## src/rtl/irrigation_pkg.sv

```systemverilog
// rtl/irrigation_pkg.sv - shared state encoding and grant constants for the irrigation scheduler
package irrigation_pkg;

  typedef enum logic [1:0] {
    ST_IDLE    = 2'b00,
    ST_RUN_GOT = 2'b01,
    ST_RUN_ASP = 2'b10,
    ST_SETTLE  = 2'b11
  } state_t;

  localparam logic GRANT_GOT = 1'b0;
  localparam logic GRANT_ASP = 1'b1;

  // Bits needed to hold 0..n-1, never narrower than one bit.
  function automatic int cnt_width(input int n);
    return (n > 1) ? $clog2(n) : 1;
  endfunction

endpackage

```

## src/rtl/enable_divider.sv

```systemverilog
// rtl/enable_divider.sv - registered one-cycle enable pulse every DIV clock cycles
module enable_divider import irrigation_pkg::*; #(
  parameter int DIV = 4
) (
  input  logic clock,
  input  logic reset,
  output logic pulse
);

  localparam int CW = cnt_width(DIV);
  localparam logic [CW-1:0] LAST = CW'(DIV - 1);

  logic [CW-1:0] cnt;

  always_ff @(posedge clock) begin
    if (reset) begin
      cnt   <= '0;
      pulse <= 1'b0;
    end else begin
      pulse <= (cnt == LAST);
      cnt   <= (cnt == LAST) ? '0 : cnt + 1'b1;
    end
  end

endmodule

```

## src/rtl/irrigation_scheduler.sv

```systemverilog
// rtl/irrigation_scheduler.sv - arbitrates one water supply between drip and sprinkler valves
module irrigation_scheduler import irrigation_pkg::*; #(
  parameter int TICK_DIV = 4194304,
  parameter int SEL_HALF = 65536,
  parameter int GOT_MAX  = 16,
  parameter int ASP_MAX  = 8,
  parameter int SETTLE   = 2
) (
  input  logic       clock,
  input  logic       reset,
  input  logic       req_got,
  input  logic       req_asp,
  input  logic       water_ok,
  output logic       valve_got,
  output logic       valve_asp,
  output logic       sel,
  output logic       tick,
  output logic [1:0] state_code,
  output logic       err_water
);

  localparam int RMAX_A = (GOT_MAX > ASP_MAX) ? GOT_MAX : ASP_MAX;
  localparam int RMAX   = (RMAX_A > SETTLE) ? RMAX_A : SETTLE;
  localparam int RW     = cnt_width(RMAX);
  localparam logic [RW-1:0] GOT_LAST    = RW'(GOT_MAX - 1);
  localparam logic [RW-1:0] ASP_LAST    = RW'(ASP_MAX - 1);
  localparam logic [RW-1:0] SETTLE_LAST = RW'(SETTLE - 1);

  state_t        state;
  logic [RW-1:0] rcnt;
  logic          last_grant;
  logic          sel_en;

  enable_divider #(.DIV(TICK_DIV)) u_tick_div (
    .clock (clock),
    .reset (reset),
    .pulse (tick)
  );

  enable_divider #(.DIV(SEL_HALF)) u_sel_div (
    .clock (clock),
    .reset (reset),
    .pulse (sel_en)
  );

  always_ff @(posedge clock) begin
    if (reset) sel <= 1'b0;
    else       sel <= sel ^ sel_en;
  end

  assign state_code = state;

  always_ff @(posedge clock) begin
    if (reset) begin
      state      <= ST_IDLE;
      rcnt       <= '0;
      last_grant <= GRANT_ASP;
      valve_got  <= 1'b0;
      valve_asp  <= 1'b0;
      err_water  <= 1'b0;
    end else begin
      err_water <= water_ok ? 1'b0 : (err_water | req_got | req_asp);
      case (state)
        ST_IDLE: begin
          // Old err_water blocks the grant on the edge that clears it.
          if (water_ok && !err_water && (req_got || req_asp)) begin
            rcnt <= '0;
            if (req_got && (!req_asp || last_grant == GRANT_ASP)) begin
              state      <= ST_RUN_GOT;
              valve_got  <= 1'b1;
              last_grant <= GRANT_GOT;
            end else begin
              state      <= ST_RUN_ASP;
              valve_asp  <= 1'b1;
              last_grant <= GRANT_ASP;
            end
          end
        end
        ST_RUN_GOT: begin
          if (!water_ok) begin
            state     <= ST_IDLE;
            valve_got <= 1'b0;
          end else if (!req_got || (tick && rcnt == GOT_LAST)) begin
            state     <= ST_SETTLE;
            valve_got <= 1'b0;
            rcnt      <= '0;
          end else begin
            rcnt <= rcnt + RW'(tick);
          end
        end
        ST_RUN_ASP: begin
          if (!water_ok) begin
            state     <= ST_IDLE;
            valve_asp <= 1'b0;
          end else if (!req_asp || (tick && rcnt == ASP_LAST)) begin
            state     <= ST_SETTLE;
            valve_asp <= 1'b0;
            rcnt      <= '0;
          end else begin
            rcnt <= rcnt + RW'(tick);
          end
        end
        ST_SETTLE: begin
          if (tick && rcnt == SETTLE_LAST) state <= ST_IDLE;
          else                             rcnt  <= rcnt + RW'(tick);
        end
        default: begin
          state     <= ST_IDLE;
          valve_got <= 1'b0;
          valve_asp <= 1'b0;
        end
      endcase
    end
  end

endmodule

```

## config.mk

```make
export PLATFORM = sky130hd
export DESIGN_NAME = irrigation_scheduler
export DESIGN_NICKNAME = d
export VERILOG_FILES = /design/src/rtl/irrigation_pkg.sv /design/src/rtl/enable_divider.sv /design/src/rtl/irrigation_scheduler.sv
export SDC_FILE = /design/constraint.sdc
export NUM_CORES = 1
export LEC_CHECK = 0
export ABC_AREA = 1
export CAP_MARGIN = 30
export CORE_ASPECT_RATIO = 1.2
export CORE_MARGIN = 2
export CORE_UTILIZATION = 60
export DETAILED_ROUTE_END_ITERATION = 16
export GPL_TIMING_DRIVEN = 1
export PLACE_DENSITY = 0.79
export SETUP_SLACK_MARGIN = 0.3
export SLEW_MARGIN = 10
export SYNTH_ARGS = -nofsm -noshare
export SYNTH_HDL_FRONTEND = slang
export SYNTH_SLANG_ARGS = --single-unit
```

## constraint.sdc

```tcl
create_clock -name clock -period 2.1 [get_ports clock]
set_clock_uncertainty 0.1 [all_clocks]
set_input_delay 0.42 -clock clock [delete_from_list [all_inputs] [get_ports clock]]
set_output_delay 0.42 -clock clock [all_outputs]
set_load 0.05 [all_outputs]
```

==> run_results.csv, run 1 <==
group,metric,value,unit
run,cap_viol_max_count,0,
timing,worstMarginPinSlew,589.4,ps
floorplanning,rows,26,
worst_setup_path,path_depth,1,
worst_setup_path,crit_fanout,5,
layout,design_area,0.002993,sq mm
cts,cts_tree,"done",
cts,cts_max_path_buffers,2,
routing,firstDrtPassIters,5,
timing,fmax,0.5747,GHz
timing,hold_violations,0,
floorplanning,dieHeight,77.04,um
synthesis,synth_edf_count,0,
layout,diodes,0,
place,gp_congestion,0.8928,
synthesis,ys_ff_latch,51,
synthesis,avgSynthCellArea,7.229,sq um
routing,antenna_left,0,
synthesis,yosysMostFrequentCell,"nand2_1",
synthesis,netlist_area,0.002668,sq mm
worst_setup_path,path_class,"reg -> out",
worst_setup_path,cp_slowest_cell,"dlygate4sd2_1",
timing,fin_crit,1740,ps
timing,slew_headroom,0.6066,
global_routing,grt_max_degree,22,
cts,ctsHoldBuffers,0,
place,dp_hpwl,3825,um
timing,fin_crit_sh,0.8286,
pwr,powerDensity,790.3,mW/mm^2
worst_setup_path,ff2ff_path_depth,8,
timing,rsz0062_at_grt,"yes",
worst_hold_path,hold_path_class,"reg -> reg",
pwr,ir_worst_vdd,464.2,uV
worst_setup_path,cp_top_family,"buffers and inverters",
layout,syn_to_final_growth,12.20,%
global_routing,grt_overflow,0,
synthesis,synth-async-reset-ratio,0,
cts,cts.sinks,51,
synthesis,synth_cell_types,30,
routing,drt_wl_total,5386,um
cts,clk_latency,300,ps
worst_setup_path,worstPathCellList,"dlygate4sd2_1",
synthesis,synth_warnings,0,
cts,clk_pin_slew,90,ps
worst_setup_path,cpPeakStageDelay,540,ps
routing,drt_iter0_drc,196,
synthesis,synthCells,369,
routing,wl_per_cell,12.08,um
floorplanning,num_io_pins,12,
timing,setup_viol,0,
synthesis,synthFlopType,"dfxtp_1",
floorplanning,initial_core_util,0.6260,
timing,fin_setup_tns,0,ps
cts,cts_root_buf,"clkbuf_8",
global_routing,antenna_found_initial,0,
place,portBuffers,11,
place,dpl_cell_area,0.002828,sq mm
synthesis,yosys-top-cells-count,"nand2_1, nor2_1, dfxtp_1",
run_status,status,"complete, no violations",
worst_setup_path,cp.required,1580,ps
worst_setup_path,worstSetupStartpointType,"register",
floorplanning,core_area,0.004262,sq mm
worst_setup_path,endpoint_kind,"output port",
synthesis,synth_top_area_frac,0.3827,
synthesis,synth_top_area_cell,"dfxtp_1",
synthesis,ys_seq_area_frac,0.3827,
layout,num-fill-cells,354,
routing,dr_total_vias,2352,
routing,drcViolationCount,0,
layout,drive_above_1_share,0.1026,
worst_setup_path,cp_num_buf_inv,1,
pwr,leakage,1.130,nW
cts,numCtsBuffers,5,
global_routing,grt_pass1_wl,9177,um
global_routing,grt_pass1_vias,2198,
timing,maxSlewViolCount,0,
floorplanning,die-area,0.004998,sq mm
worst_setup_path,crit_arrival,1220,ps
layout,num-nets-final,404,
synthesis,syn_nets,383,
synthesis,synth_area_leaders,"dfxtp_1, nand2_1, nor2_1, inv_1, xor2_1",
worst_hold_path,min_path_cells,1,
global_routing,grt_usage,0.2251,
routing,viasPerCell,5.274,
cts,h-tree-depth,2,
floorplanning,dieWidth,64.87,um
## logic make-up after synthesis
| logic type | count (synthesis) | synth area share |
|---|---|---|
| and+or+nand+nor | 199 | 0.3466 |
| adders and majority gates | 9 | 0.04221 |
| DFF | 51 | 0.3827 |
| AOI/OAI and AO/OA | 36 | 0.08021 |
| buffers and inverters | 55 | 0.08583 |
| xor gates and xnor gates | 19 | 0.06238 |
## registers in the layout, summed over array words and instances, names as in the netlist
signal            cells
u_tick_div.cnt       22
err_water             1
last_grant            1
state_code            2
u_tick_div.pulse      1
valve_asp             1
sel                   1
valve_got             1
u_sel_div.cnt        16
rcnt                  4
u_sel_div.pulse       1
## worst paths after layout
kind,start,slack [ps],endpoint
min reg2reg,u_sel_div.cnt[0],350,u_sel_div.cnt[0]
max reg2reg,u_tick_div.cnt[0],410,u_tick_div.cnt[0]
min,u_sel_div.cnt[0],350,u_sel_div.cnt[0]
max,state_code[0],360,state_code[0]
## through the flow
stage          cells  hold WS [ps]  power, mW    util  setup WS, ps
4_1_cts          441         354.4      2.345  0.6832         347.7
3_5_place_dp     434         335.6      1.804  0.6635         109.6
3_3_place_gp     434         327.4      1.790  0.6635         154.7
2_1_floorplan    369         317.5      1.617       -         353.3
6_report         446         346.5      2.365  0.7023         359.9
5_1_grt          446         387.8      2.516  0.7023         288.3
## where the power goes
part | total, mW | switching (mW) | internal [mW]
logic | 0.729 | 0.495 | 0.234
clock network | 0.568 | 0.309 | 0.259
registers | 1.07 | 0.0476 | 1.02
## routing by layer
metal / global-route usage / wire length, um / vias up
met5: 0 / 0 / -
met4: 0.05745 / 65 / 0
met3: 0.04545 / 177 / 10
met2: 0.4021 / 2835 / 38
met1: 0.2707 / 2307 / 1091
li1: - / - / 1213
## placed cells by master (no fill, tap or decap), types with 8 or more instances in the layout
master	netlist	routed
nand3_1	20	20
nor2_1	63	62
nand2_1	77	75
a21oi_1	17	17
inv_1	50	50
nor3_1	9	9
o21ai_0	11	9
dfxtp_1	51	49
xor2_1	17	17
ha_1	9	8
nand4_1	11	11
## repair_timing
action	4_1_cts	5_1_grt
pin swaps	0	2
cloned	0	2
resized for setup	8	9
buffers inserted	0	3
endpoints found under the setup margin	28	32
## area by class of cell
class	instances	area, sq um	area share
repair buffers	16	151.4	0.05059
flip-flops and latches	51	1023	0.3420
clock buffers	6	82.58	0.02759
well taps	56	70.07	0.02341
multi-input cells	265	1469	0.4908
inverters	51	191.4	0.06396
clock inverters	1	5.005	0.001672
Power figures use the tool's default switching activity.
==> run 2, diff against run 1 <==
--- a/config.mk
+++ b/config.mk
@@ -9,10 +9,10 @@
 export CAP_MARGIN = 30
 export CORE_ASPECT_RATIO = 1.2
 export CORE_MARGIN = 2
-export CORE_UTILIZATION = 60
+export CORE_UTILIZATION = 54
 export DETAILED_ROUTE_END_ITERATION = 16
 export GPL_TIMING_DRIVEN = 1
-export PLACE_DENSITY = 0.79
+export PLACE_DENSITY = 0.75
 export SETUP_SLACK_MARGIN = 0.3
 export SLEW_MARGIN = 10
 export SYNTH_ARGS = -nofsm -noshare
==> constraint.sdc (replaced) <==
create_clock -name clock -period 1.58 [get_ports clock]
set_clock_uncertainty 0.1 [all_clocks]
set_input_delay 0.316 -clock clock [delete_from_list [all_inputs] [get_ports clock]]
set_output_delay 0.316 -clock clock [all_outputs]
set_load 0.05 [all_outputs]
==> run 2 against run 1 <==
  * The run now ends with setup timing left
  * Power increased by 64%
  * Wire length grew 24%
  * Highest routed layer unchanged
  * Cell area increased by 28%
  * Critical path type is now reg -> reg
  * Utilization grew 9.2 points
  * Sequential power is 39% higher
  * Critical endpoint is now u_tick_div.cnt[16]
  * Global-route usage up 0.78 points
  * First-iteration DRC count decreased by 9.7%
  * Combinational power up 120%
==> run_results.csv, run 2 (synthesis results as in run 1) <==
group,metric,value,unit
run_status,status,"complete, but fails checks",
run_status,violations,"setup timing",
cts,cts.sinks,51,
worst_setup_path,worstSetupStartpointType,"register",
worst_setup_path,crit_fanout,2,
worst_setup_path,endpoint_kind,"register",
floorplanning,rows,28,
run,cap_viol_max_count,0,
layout,num-nets-final,447,
layout,regMostFlops,"u_tick_div.cnt",
layout,drive_above_1_share,0.3963,
routing,drt_iter0_drc,177,
timing,maxSlewViolCount,0,
global_routing,grt_max_degree,16,
place,dp_hpwl,4002,um
timing,slew_headroom,0.7948,
pwr,leakage,1.407,nW
cts,cts_root_buf,"clkbuf_8",
worst_hold_path,hold_path_class,"reg -> reg",
worst_hold_path,min-delay-start,"u_tick_div.cnt[19]",
global_routing,grt_usage,0.2329,
routing,drt_wl_total,6674,um
place,placed_cells,462,
routing,dr_total_vias,2659,
routing,drcViolationCount,0,
worst_setup_path,worst_r2r_startpoint,"u_tick_div.cnt[0]",
routing,firstDrtPassIters,4,
global_routing,grt_pass1_vias,2391,
routing,viasPerCell,5.383,
place,portBuffers,11,
timing,fin_ws,-52.09,ps
cts,clk_latency,310,ps
floorplanning,core_area,0.004835,sq mm
timing,fmax,0.6127,GHz
timing,setup_viol,13,
timing,fin_crit_sh,1.033,
layout,diodes,0,
pwr,total_power,3.878,mW
floorplanning,die-area,0.005520,sq mm
worst_setup_path,crit_start,"u_tick_div.cnt[0]",
layout,finalNonFillerCells,494,
worst_setup_path,path_class,"reg -> reg",
layout,num-fill-cells,303,
layout,top_regs,"u_tick_div.cnt: 22 flops, u_sel_div.cnt: 16 flops, rcnt: 4 flops",
cts,h-tree-depth,2,
cts,numCtsBuffers,5,
floorplanning,num_io_pins,12,
timing,worstMarginPinSlew,305.0,ps
global_routing,grt_pass1_wl,9887,um
floorplanning,initial_core_util,0.5518,
layout,syn_to_final_growth,43.95,%
floorplanning,dieHeight,80.99,um
pwr,ir_worst_vdd,629.0,uV
timing,fin_crit,1632,ps
routing,antenna_left,0,
worst_setup_path,cp.required,1680,ps
place,gp_congestion,0.8482,
layout,most-common-layout-cells,"nand2_1, nor2_1, inv_1",
cts,clk_pin_slew,100,ps
routing,wl_per_cell,13.51,um
worst_setup_path,crit_arrival,1740,ps
timing,hold_violations,0,
timing,rsz0062_at_grt,"yes",
place,dp_slack,-195.4,ps
pwr,powerDensity,1010,mW/mm^2
cts,cts_tree,"done",
cts,cts_max_path_buffers,2,
timing,fin_setup_tns,-165.2,ps
global_routing,antenna_found_initial,0,
layout,largest_reg_flops,22,
layout,layout_commonest_cell,"nand2_1",
global_routing,grt_overflow,0,
floorplanning,dieWidth,68.16,um
run 2: cell types whose count changed in the layout (fill, tap and decap cells not counted), moves of 9 or more:
cell	delta
buf_4	+34
a21oi_2	+9
nor2_1	-17
nand2_1	-9
nand2_2	+9
nor2_4	+9
a21oi_1	-10
dfxtp_2	+15
dfxtp_1	-19
run 2: per-layer routing:
metal / global-route usage / share of wire
met1: 0.2646 / 0.40
met2: 0.4117 / 0.54
met3: 0.04017 / 0.037
met4: 0.1140 / 0.024
met5: 0 / 0
run 2: metrics by stage:
stage	util	cell area [sq um]	hold WS, ps
after floorplan	-	2800	314.6
after global placement	0.6672	3226	332.3
after detailed placement	0.6672	3226	336.4
after CTS	0.7350	3553	371.6
after global routing	0.7943	3840	385.1
final	0.7943	3840	371.1
run 2: final cells by class:
| class | instances | area, sq um | area share |
|---|---|---|---|
| multi-input combinational | 263 | 1774 | 0.4620 |
| timing repair buffer | 61 | 644.4 | 0.1678 |
| clock inverter | 2 | 12.51 | 0.003258 |
| inverter | 51 | 203.9 | 0.05311 |
| tap | 60 | 75.07 | 0.01955 |
| sequential | 51 | 1057 | 0.2753 |
| clock buffer | 6 | 72.57 | 0.01890 |
run 2: what timing repair did:
action,in CTS,in global routing
hold buffers,0,0
setup buffers,14,8
cloned,1,1
pin swaps,19,22
resized for setup,35,63
endpoints found under the setup margin,51,53
run 2: path summary, 6_finish.rpt:
kind | end | cells past startpoint | slack [ps]
setup / recovery | u_tick_div.cnt[16] | 9 | -50
hold / removal | u_tick_div.cnt[19] | 2 | 370
setup reg to reg | u_tick_div.cnt[16] | 9 | -50
hold reg to reg | u_tick_div.cnt[19] | 2 | 370
run 2: critical path, stage by stage (launching register included):
cell	delay (ps)
dfxtp_2	370
ha_4	150
nand3_4	80
nor2_4	100
nand3_2	110
nor2_2	130
buf_4	120
buf_4	100
xor2_1	210
nor2_1	90
run 2: report_power, final:
part	switching, mW	internal, mW	total, mW	leakage, nW
combinational	0.871	0.773	1.64	0.943
sequential	0.118	1.37	1.49	0.423
clock	0.434	0.311	0.744	0.0412
